$ cat config.mk
export PLATFORM = sky130hd
export DESIGN_NAME = icache
export DESIGN_NICKNAME = d
export VERILOG_FILES = /design/src/rtl/cpu_types_pkg.sv /design/src/rtl/icache.sv
export SDC_FILE = /design/constraint.sdc
export NUM_CORES = 1
export LEC_CHECK = 0
export ABC_AREA = 1
export BUFFER_PORTS_ARGS = -buffer_cell sky130_fd_sc_hd__clkbuf_2
export CAP_MARGIN = 20
export CORE_MARGIN = 2
export CORE_UTILIZATION = 48
export DETAILED_ROUTE_END_ITERATION = 8
export PLACE_DENSITY = 0.67
export SLEW_MARGIN = 25
export SYNTH_ARGS = -nofsm -noshare
export SYNTH_HDL_FRONTEND = slang
export SYNTH_SLANG_ARGS = --single-unit
$ cat constraint.sdc
create_clock -name CLK -period 4.05 [get_ports CLK]
set_input_delay 0.2025 -clock CLK [delete_from_list [all_inputs] [get_ports CLK]]
set_output_delay 0.2025 -clock CLK [all_outputs]
set_load 0.01 [all_outputs]
$ cat src/rtl/cpu_types_pkg.sv
// Shared CPU type definitions: instruction-cache frame layout, address split and fill FSM states.
package CPU_TYPES;

  localparam int ITAG_W = 26;
  localparam int IIDX_W = 4;
  localparam int IBYT_W = 2;

  typedef struct packed {
    logic [ITAG_W-1:0] tag;
    logic [IIDX_W-1:0] idx;
    logic [IBYT_W-1:0] bytoff;
  } icachef_t;

  typedef struct packed {
    logic              valid;
    logic [ITAG_W-1:0] tag;
    logic [31:0]       data;
  } icache_frame;

  typedef enum logic {
    IDLE  = 1'b0,
    FETCH = 1'b1
  } icache_state_t;

  function automatic icachef_t word_align(input logic [31:0] a);
    return icachef_t'({a[31:IBYT_W], {IBYT_W{1'b0}}});
  endfunction

endpackage

$ cat src/rtl/icache.sv
// Direct-mapped 16-frame instruction cache; 0-cycle hit, single-word blocking fill from memory.
// Optional hit/miss counters when ICACHE_STATS_EN is defined.
module icache
  import CPU_TYPES::*;
(
  input  logic        CLK,
  input  logic        nRST,
  input  logic        imemREN,
  input  logic [31:0] imemaddr,
  output logic        ihit,
  output logic [31:0] imemload,
  input  logic        flush,
  output logic        iREN,
  output logic [31:0] iaddr,
  input  logic        iwait,
`ifdef ICACHE_STATS_EN
  input  logic [31:0] iload,
  output logic [31:0] hit_count,
  output logic [31:0] miss_count
`else
  input  logic [31:0] iload
`endif
);

  localparam int NFRAMES = 1 << IIDX_W;

  icache_state_t     state_q, state_d;
  icachef_t          miss_addr_q, miss_addr_d;
  logic              kill_q, kill_d;
  logic [NFRAMES-1:0] valid_q, valid_d;
  logic [ITAG_W-1:0] tag_q [NFRAMES];
  logic [31:0]       data_q [NFRAMES];

  icachef_t lookup;
  logic     tag_match;
  logic     miss_go;
  logic     fill_done;
  logic     fill_we;

  assign lookup    = icachef_t'(imemaddr);
  assign tag_match = valid_q[lookup.idx] && (tag_q[lookup.idx] == lookup.tag);

  always_comb begin
    state_d     = state_q;
    miss_addr_d = miss_addr_q;
    kill_d      = kill_q;
    valid_d     = valid_q;
    miss_go     = 1'b0;
    fill_done   = 1'b0;
    fill_we     = 1'b0;

    ihit     = imemREN && tag_match && (state_q == IDLE) && !flush;
    imemload = ihit ? data_q[lookup.idx] : 32'h0;

    case (state_q)
      IDLE: begin
        if (imemREN && !tag_match && !flush) begin
          miss_go     = 1'b1;
          state_d     = FETCH;
          miss_addr_d = word_align(imemaddr);
          kill_d      = 1'b0;
        end
      end
      FETCH: begin
        // A flush during the fill poisons it; the handshake still runs to completion.
        kill_d = kill_q | flush;
        if (!iwait) begin
          fill_done = 1'b1;
          fill_we   = !kill_q && !flush;
          state_d   = IDLE;
          kill_d    = 1'b0;
        end
      end
      default: state_d = IDLE;
    endcase

    if (fill_we) valid_d[miss_addr_q.idx] = 1'b1;
    if (flush) valid_d = '0;

    iREN  = (state_q == FETCH);
    iaddr = (state_q == FETCH) ? 32'(miss_addr_q) : 32'h0;
  end

  always_ff @(posedge CLK or negedge nRST) begin
    if (!nRST) begin
      state_q     <= IDLE;
      miss_addr_q <= '0;
      kill_q      <= 1'b0;
      valid_q     <= '0;
    end else begin
      state_q     <= state_d;
      miss_addr_q <= miss_addr_d;
      kill_q      <= kill_d;
      valid_q     <= valid_d;
    end
  end

  // Tag/data storage is qualified by valid, so it carries no reset.
  always_ff @(posedge CLK) begin
    if (fill_we) begin
      tag_q[miss_addr_q.idx]  <= miss_addr_q.tag;
      data_q[miss_addr_q.idx] <= iload;
    end
  end

`ifdef ICACHE_STATS_EN
  logic [31:0] hit_count_q, hit_count_d;
  logic [31:0] miss_count_q, miss_count_d;

  always_comb begin
    hit_count_d  = hit_count_q + 32'(ihit);
    miss_count_d = miss_count_q + 32'(miss_go);
  end

  always_ff @(posedge CLK or negedge nRST) begin
    if (!nRST) begin
      hit_count_q  <= '0;
      miss_count_q <= '0;
    end else begin
      hit_count_q  <= hit_count_d;
      miss_count_q <= miss_count_d;
    end
  end

  assign hit_count  = hit_count_q;
  assign miss_count = miss_count_q;
`endif

  logic unused_ok;
  assign unused_ok = fill_done;

endmodule

==> results of run 1 <==
## flip-flops by register name, indices dropped and copies added, names as in the netlist
| register | cells |
|---|---|
| miss_addr_q | 30 |
| valid_q | 16 |
| iREN | 1 |
| kill_q | 1 |
| data_q | 512 |
| tag_q | 416 |
## power groups by stage
stage	Sequential [mW]	Combinational, mW	Clock [mW]
floorplan	11.7	0.840	0
global placement	11.8	1.33	0
detailed placement	11.9	1.35	0
CTS	11.6	1.41	9.41
global route	11.7	1.57	9.85
finish	11.6	1.43	9.31
## worst reg2reg max path, cell delays in order, from the launching register on
cell and delay, ns:
dfrtp_1 0.38, nor2_1 0.08, inv_1 0.06, nor3_1 0.49, nand3_1 0.50, nor2_4 0.38, buf_4 0.56
## worst paths after layout
check,startpoint,end
worst min register to register,valid_q[0],valid_q[0]
worst min-delay path,flush,valid_q[0]
min in group asynchronous,nRST,miss_addr_q[18]
worst max register to register,kill_q,tag_q[5][14]
max in group asynchronous,nRST,iREN
worst max-delay path,imemaddr[2],imemload[5]
## layout make-up
type	instances	share of cell area
Antenna cell	4	0.000217
Clock buffer	128	0.0577
Clock inverter	56	0.0145
Inverter	216	0.0181
Multi-Input combinational cell	1984	0.202
Sequential cell	976	0.631
Tap cell	1070	0.0290
Timing Repair Buffer	267	0.0477
## kinds of logic after synthesis
kind of cell,share of synthesized area
buffers and inverters,0.0453
flip-flops,0.725
AO/OA/AOI/OAI,0.0774
other,0.0000936
AND/OR/NAND/NOR,0.152
## layer usage
metal  up-vias  GRT usage  part of all wire
met5         -          0           0.00057
met3       205     0.0365             0.073
met2      1163      0.405              0.49
met1     13200      0.327              0.41
li1      12300          -                 -
met4        10     0.0717             0.027
## timing repair
action | 4_1_cts | 5_1_grt
endpoints found under the setup margin | 0 | 33
endpoints found under the hold margin | 559 | 0
resized for setup | 0 | 4
hold buffers | 61 | 0
## placed cells by master, fill, tap and decap left out, types with 2 or more instances in the layout
cell	synthesis	layout
a21oi_1	245	245
a221oi_1	114	114
a31oi_1	6	6
a32oi_1	4	4
buf_12	0	23
buf_4	10	47
buf_6	11	5
bufinv_16	0	14
clkbuf_1	122	23
clkbuf_16	0	101
clkbuf_2	0	127
clkbuf_8	0	6
clkinv_1	0	21
clkinv_2	0	10
clkinvlp_4	0	6
conb_1	1	2
dfrtp_1	48	47
diode_2	0	4
dlygate4sd3_1	0	61
edfxtp_1	928	928
inv_1	212	211
inv_16	0	2
inv_6	0	2
inv_8	0	2
nand2_1	928	928
nand2_2	2	2
nand3_1	265	265
nand3b_1	5	5
nand4_1	32	32
nor2_1	216	200
nor2_2	29	29
nor2_4	0	16
o211ai_1	29	29
o21ai_0	55	55
o21ai_1	14	14
o31ai_1	32	32
or2_2	2	2
## stage by stage
step	utilization	worst slack [ns]	cell area, um^2	TNS [ns]
finish	0.560	0.182	46100	0
global route	0.560	0.0163	46100	0
CTS	0.559	0.0865	46000	0
detailed placement	0.511	0.730	42100	0
global placement	0.511	0.722	42100	0
floorplan	-	-0.164	40100	-139.62
==> impl_summary.md, run 1 <==
Floorplanning
The floorplan step defined a die boundary enclosing ~86000 um^2. The number of top-level pins is roughly 140. In this run the horizontal extent of the chip is roughly 290 um. The core region is around 80000 um^2. The number of standard-cell rows in the floorplan is between 100 and 150. The initial utilization of the core area, before any placement, comes to 0.487. The die span in y is 293 um.

Status
The run finished with clean final reports.

Critical path
The family with the most delay on the worst path is buffers and inverters. STA puts the critical path data arrival time at approximately 3.7 ns. The critical path contains buffers and inverters numbering 6 combined. The critical path crosses 18 cells after its start point. The setup check on the worst reg-to-reg path leaves a slack of ~1.2 ns. STA classifies the critical path endpoint as an output pin.

The critical path goes through dlygate4sd3_1 -> buf_8 -> inv_8 -> buf_4 -> nand2_1 -> nand2_1 -> nand2_1 -> nand3_1 -> nand3_1 -> nand3_1 -> nand2_1 -> nor2_1 -> nand4_1 -> nor2_1 -> nand2_2 -> buf_6 -> nor2_2 -> clkbuf_2. The depth of the worst register-to-register path is 6. The slowest cell on the critical path is dlygate4sd3_1. On the worst path, the slowest cell contributes a delay of roughly 0.57 ns. Of all nets on the critical path, the largest fanout is 47. The type of origin of the critical path is an input pin. Counting stages on the worst path, the most repeated cell is nand2_1. The required time of the critical path is between 3 and 4 ns.

The setup path with the least slack is of type input pin to output pin.

STA
The worst-case headroom to the max-slew limit is 0.323. The final max-slew violation count is 0. Counting I/O delays and the setup requirement, the final critical path takes 3.87 ns. The maximum clock frequency is approximately 0.26 GHz.

The worst-case clock skew is between 0.015 and 0.02 ns. The final-report setup violation count is 0. The final critical-path share of the clock period is 0.955. The final hold violation count is 0. For the pin with the worst max-slew slack, the measured transition is 1.02 ns. The worst hold slack across all endpoints is about 0.026 ns. Setup repair after global routing left no endpoint under its margin.

Synth
The gate count of the mapped netlist is 3393. The cell taking the most area after synthesis is edfxtp_1. The number of different library cells used by synthesis comes to 30. The Yosys step of the flow raised 0 warnings. Synthesis inferred 976 register bits.

By area the synthesized netlist is led by edfxtp_1 70%, nand2_1 8.7%, nand3_1 3.3%. After synthesis, the most frequently instantiated cells are 928 x edfxtp_1, 928 x nand2_1, 265 x nand3_1. The post-synthesis sequential area ratio is 0.725. The fraction of registers with async set or reset after synthesis is 0.0492. The mean cell area of the mapped netlist is 11.8 um^2. Among all flip-flop cells after synthesis, the most frequent one is edfxtp_1. The number of flops mapped to enable cells by yosys is 928.

The post-synthesis instance area is between 40000 and 50000 um^2. The top cell type's share of synthesized area is 0.695.

Cells and area
In the final layout, the share of cells above drive strength 1 is 0.111. The area growth from synthesis to layout is 15.0%. The area taken by multi-input logic gates is 9320 um^2. The final layout contains 3613 nets.

Registers take 29100 um^2. The final cell count without fillers is approximately 4700. The number of filler instances in the final layout is roughly 6600.

Power and ir drop
The share of total power dissipated in sequential elements is 0.520. In this run the static leakage power is roughly 17 nW. The design draws between 20 and 25 mW. The fraction of power spent switching nets is 0.226. The internal power summed over all cells is 17.3 mW. The total power divided by cell area is just under 500 nW/um^2. The share of total power in the clock network is 0.416.

The largest vdd supply drop is between 0.3 and 0.4 mV. The net switching power is 5.06 mW. Of the total power, combinational logic draws 0.064.

Flow run
The number of max-cap violations is 0.

Route
The final routed DRC violation total is 0. Dividing the detail-routed via count by the number of cells gives ~5.7. The detailed router finished its first iteration with 2842 violations. The count of nets left with antenna violations once routing finished came out at 0. The via count is 26900.

The final wirelength is between 100000 and 150000 um. In the final routed layout, each cell accounts on average for between 20 and 25 um. The pre-antenna-repair detailed-routing pass consisted of 8 iterations.

CTS
The clock sink count is approximately 980. Clock tree synthesis selected as its root buffer the cell clkbuf_16. CTS built an H-tree with a depth of 3. The total CTS buffers is slightly below 100.

The number of buffers on the longest clock path is 3. The latest clock arrival within the worst-skew pair is 0.66 ns. The clock tree from TritonCTS is yes. The buffer count from post-CTS setup fixing is 0. Clock-pin slew was measured on the worst setup and hold paths at about 0.060 ns.

Global routing
The pin count of the biggest net entering global routing is between 100 and 150. Across every metal layer, demand over resource in global routing totals 0.241. The initial antenna violation count is 8. The number of global-route vias before repair is 25800. The first global-routing pass estimated roughly 160000 um of wire. The total global routing overflow is 0.

Hold path
In this run the worst hold path is classified as input pin to flop. The worst hold path cell count is 2.

Placement
During placement, the flow inserted port buffers numbering 130. The routability-driven placement congestion ratio is a little over 0.8. Counting tap cells, the placed design contains a total of roughly 4500 instances. Summed over all nets, the half-perimeter wirelength after detailed placement is 53400 um.
Note: power is estimated with default switching activity, not from simulation.
==> run 2, diff against run 1 <==
==> constraint.sdc (replaced) <==
create_clock -name CLK -period 4.05 [get_ports CLK]
set_input_delay 0.2025 -clock CLK [delete_from_list [all_inputs] [get_ports CLK]]
set_output_delay 0.2025 -clock CLK [all_outputs]
set_load 0.1 [all_outputs]
==> impl_summary.md, run 2 (synthesized netlist as in run 1, its figures left out) <==
Global routing
The first global-routing pass estimated between 150000 and 200000 um of wire. The initial antenna violation count came to 6. The number of global-route vias before repair is 25400. Entering global routing, the biggest net connects a little under 100 pins. The all-layer global routing usage is 0.239. The total global routing overflow is 0.

Power and ir drop
The worst-case IR drop observed on VDD is around 0.31 mV. The fraction of power spent switching nets is 0.237. The total chip power is roughly 22 mW. The share of total power dissipated in the clock network is 0.388.

The analysis attributes to cell leakage a power of around 17 nW. The part of the power in registers is 0.537. Of the total power, combinational logic draws 0.075. The internal power summed over all cells is ~17 mW. For this design the ratio of total power to cell area is around 470 nW/um^2. For this design the total switching power over the nets is between 5 and 6 mW.

Critical path
The slowest stage of the critical path belongs to the cell buf_4. The peak fanout along the critical path is 52. The type of origin of the critical path is an input pin.

The setup path with the least slack is of type input pin to output pin. The critical path goes through buf_8 -> buf_4 -> nand2_1 -> o211ai_1 -> nand3_1 -> nand3_1 -> nand2_1 -> a21oi_1 -> nand3_1 -> nor2_1 -> nand4_1 -> nor2_1 -> nand2_2 -> buf_4 -> nor2_1 -> buf_12. The critical path capture point type is an output pin. The required time of the critical path is 3.85 ns.

STA puts the critical path data arrival time at around 3.4 ns. For this run, the slowest stage of the critical path takes 0.49 ns.

STA
Setup repair after global routing left no endpoint under its margin. The final max-slew violation count is 0. Headroom to the max-slew limit came out at 0.326. The transition time of the tightest slew-check pin is 1.01 ns. The maximum clock frequency is roughly 0.28 GHz. The final period demand of the worst path is roughly 3.6 ns. The final critical-path share of the clock period is 0.877. The final hold violation count is 0. The worst-case clock skew is about 0.016 ns. The final-report setup violation count is 0.

CTS
The number of buffers on the longest clock path is 3. The total CTS buffers is 96. The clock root buffer is clkbuf_16. TritonCTS built the clock tree. The number of gates resized after cts is 0. After clock tree synthesis, the clock-pin slew on the worst setup and hold paths is 0.06 ns. CTS built an H-tree with a depth of 3. The latest clock arrival within the worst-skew pair is 0.65 ns. The clock sink count is ~1000.

Floorplanning
The total area inside the core boundary comes to a little over 80000 um^2. The number of top-level pins is 135. The area of the die is between 80000 and 90000 um^2. The x dimension of the die is 293 um. For this configuration, the core starts out at a cell density of 0.487. Row generation in the floorplan step produced 105 rows.

The die span in y is 293 um.

Flow run
Across the run, the number of max-cap violations was 0.

Placement
The wire-length estimate of the detail-placed layout is between 50000 and 60000 um. The total of buffers placed on input and output ports is 130. Routability-driven placement finished with a final weighted congestion of ~0.85.

The cell area reported after detailed placement is 42600 um^2. In this run, placement finished with an instance count of 4457.

Route
In the routed layout, each cell is associated on average with a via count of between 5 and 6. The final routed DRC violation total is 0. The final wirelength is 103000 um.

The number of routed nets with antenna violations is 0. After detailed routing, the average wire length per cell comes to 21.8 um. The iteration count of the initial detailed-routing pass is 6. The via count is 26800. The first routing iteration left between 2000 and 3000 violations.

Cells and area
The number of filler instances in the final layout is between 6000 and 7000. The finished cells cover around 46000 um^2. The register with the most flip-flops in the layout has between 500 and 600 of them. The finished layout holds 4700 standard cells, fillers aside. In the final layout, the registers with the most flip-flops are data_q (512), tag_q (416), miss_addr_q (30).

The area taken by multi-input logic gates is roughly 9300 um^2. More flip-flops sit in one register than any other, and that register is data_q. The library cells used most frequently in the layout, excluding fill and tap cells, are 928 x nand2_1, 928 x edfxtp_1, 265 x nand3_1. The share of post-route cells with drive strength above 1 is 0.108. The area added between synthesis and finish is 15.3%. The post-layout net count is ~3600. The area taken by flip-flops and latches is between 20000 and 30000 um^2.

Status
The flow ran to the end, and the final reports show no timing, DRC or antenna violations.

Hold path
The class of the most critical hold timing path is input pin to flop.
run 2: changes by cell type in the layout (fill, tap and decap cells not counted), sizes merged:
cell / before / now
inv: 219 / 218
clkinv: 33 / 40
clkbuf: 257 / 231
clkinvlp: 6 / 0
diode: 4 / 2
buf: 77 / 116
bufinv: 14 / 2
run 2: worst max-delay path: cells and delay by family:
kind,cells,cell delay [ns]
AO/OA/AOI/OAI,2,0.42
AND/OR/NAND/NOR,10,1.31
buffers and inverters,4,1.32
run 2: final timing paths:
kind,start,endpoint,slack [ns],depth (start not counted)
min in group asynchronous,nRST,miss_addr_q[23],0.25,3
worst max-delay path,imemaddr[2],imemload[1],0.50,16
max in group asynchronous,nRST,iREN,3.22,3
worst min-delay path,flush,valid_q[11],0.03,2
worst max register to register,kill_q,tag_q[4][7],1.24,6
worst min register to register,valid_q[2],valid_q[2],0.49,2
run 2: routing by layer:
| metal | global-route usage | vias to the layer above | wire length (um) |
|---|---|---|---|
| met5 | 0 | - | 63 |
| met4 | 0.0725 | 10 | 2710 |
| met3 | 0.0307 | 183 | 7420 |
| met2 | 0.390 | 1126 | 49500 |
| met1 | 0.336 | 13200 | 42900 |
| li1 | - | 12300 | - |
run 2: final cells by class:
class	instances	share of cell area
Antenna cell	2	0.000108
Inverter	216	0.0180
Tap cell	1070	0.0290
Clock inverter	44	0.00631
Sequential cell	976	0.629
Multi-Input combinational cell	1984	0.202
Clock buffer	136	0.0581
Timing Repair Buffer	272	0.0574
run 2: metrics by stage:
stage	utilization	setup slack (ns)	hold WS (ns)	TNS (ns)
after floorplan	-	-0.752	-0.0931	-693.72
after global placement	0.517	0.576	0.382	0
after detailed placement	0.517	0.531	0.378	0
after CTS	0.561	0.485	0.00447	0
after global routing	0.561	0.316	0.0501	0
final	0.561	0.497	0.0338	0
run 2: power groups by stage:
stage	registers (mW)	clock network (mW)	logic (mW)
after global routing	11.7	8.93	1.78
after global placement	11.8	0	1.55
after CTS	11.6	8.52	1.63
after detailed placement	11.9	0	1.57
after floorplan	11.7	0	1.05
final	11.6	8.41	1.64
run 2: timing repair:
action | CTS | global route
setup buffers | 0 | 0
hold buffers | 61 | 0
hold endpoints to repair | 589 | 0
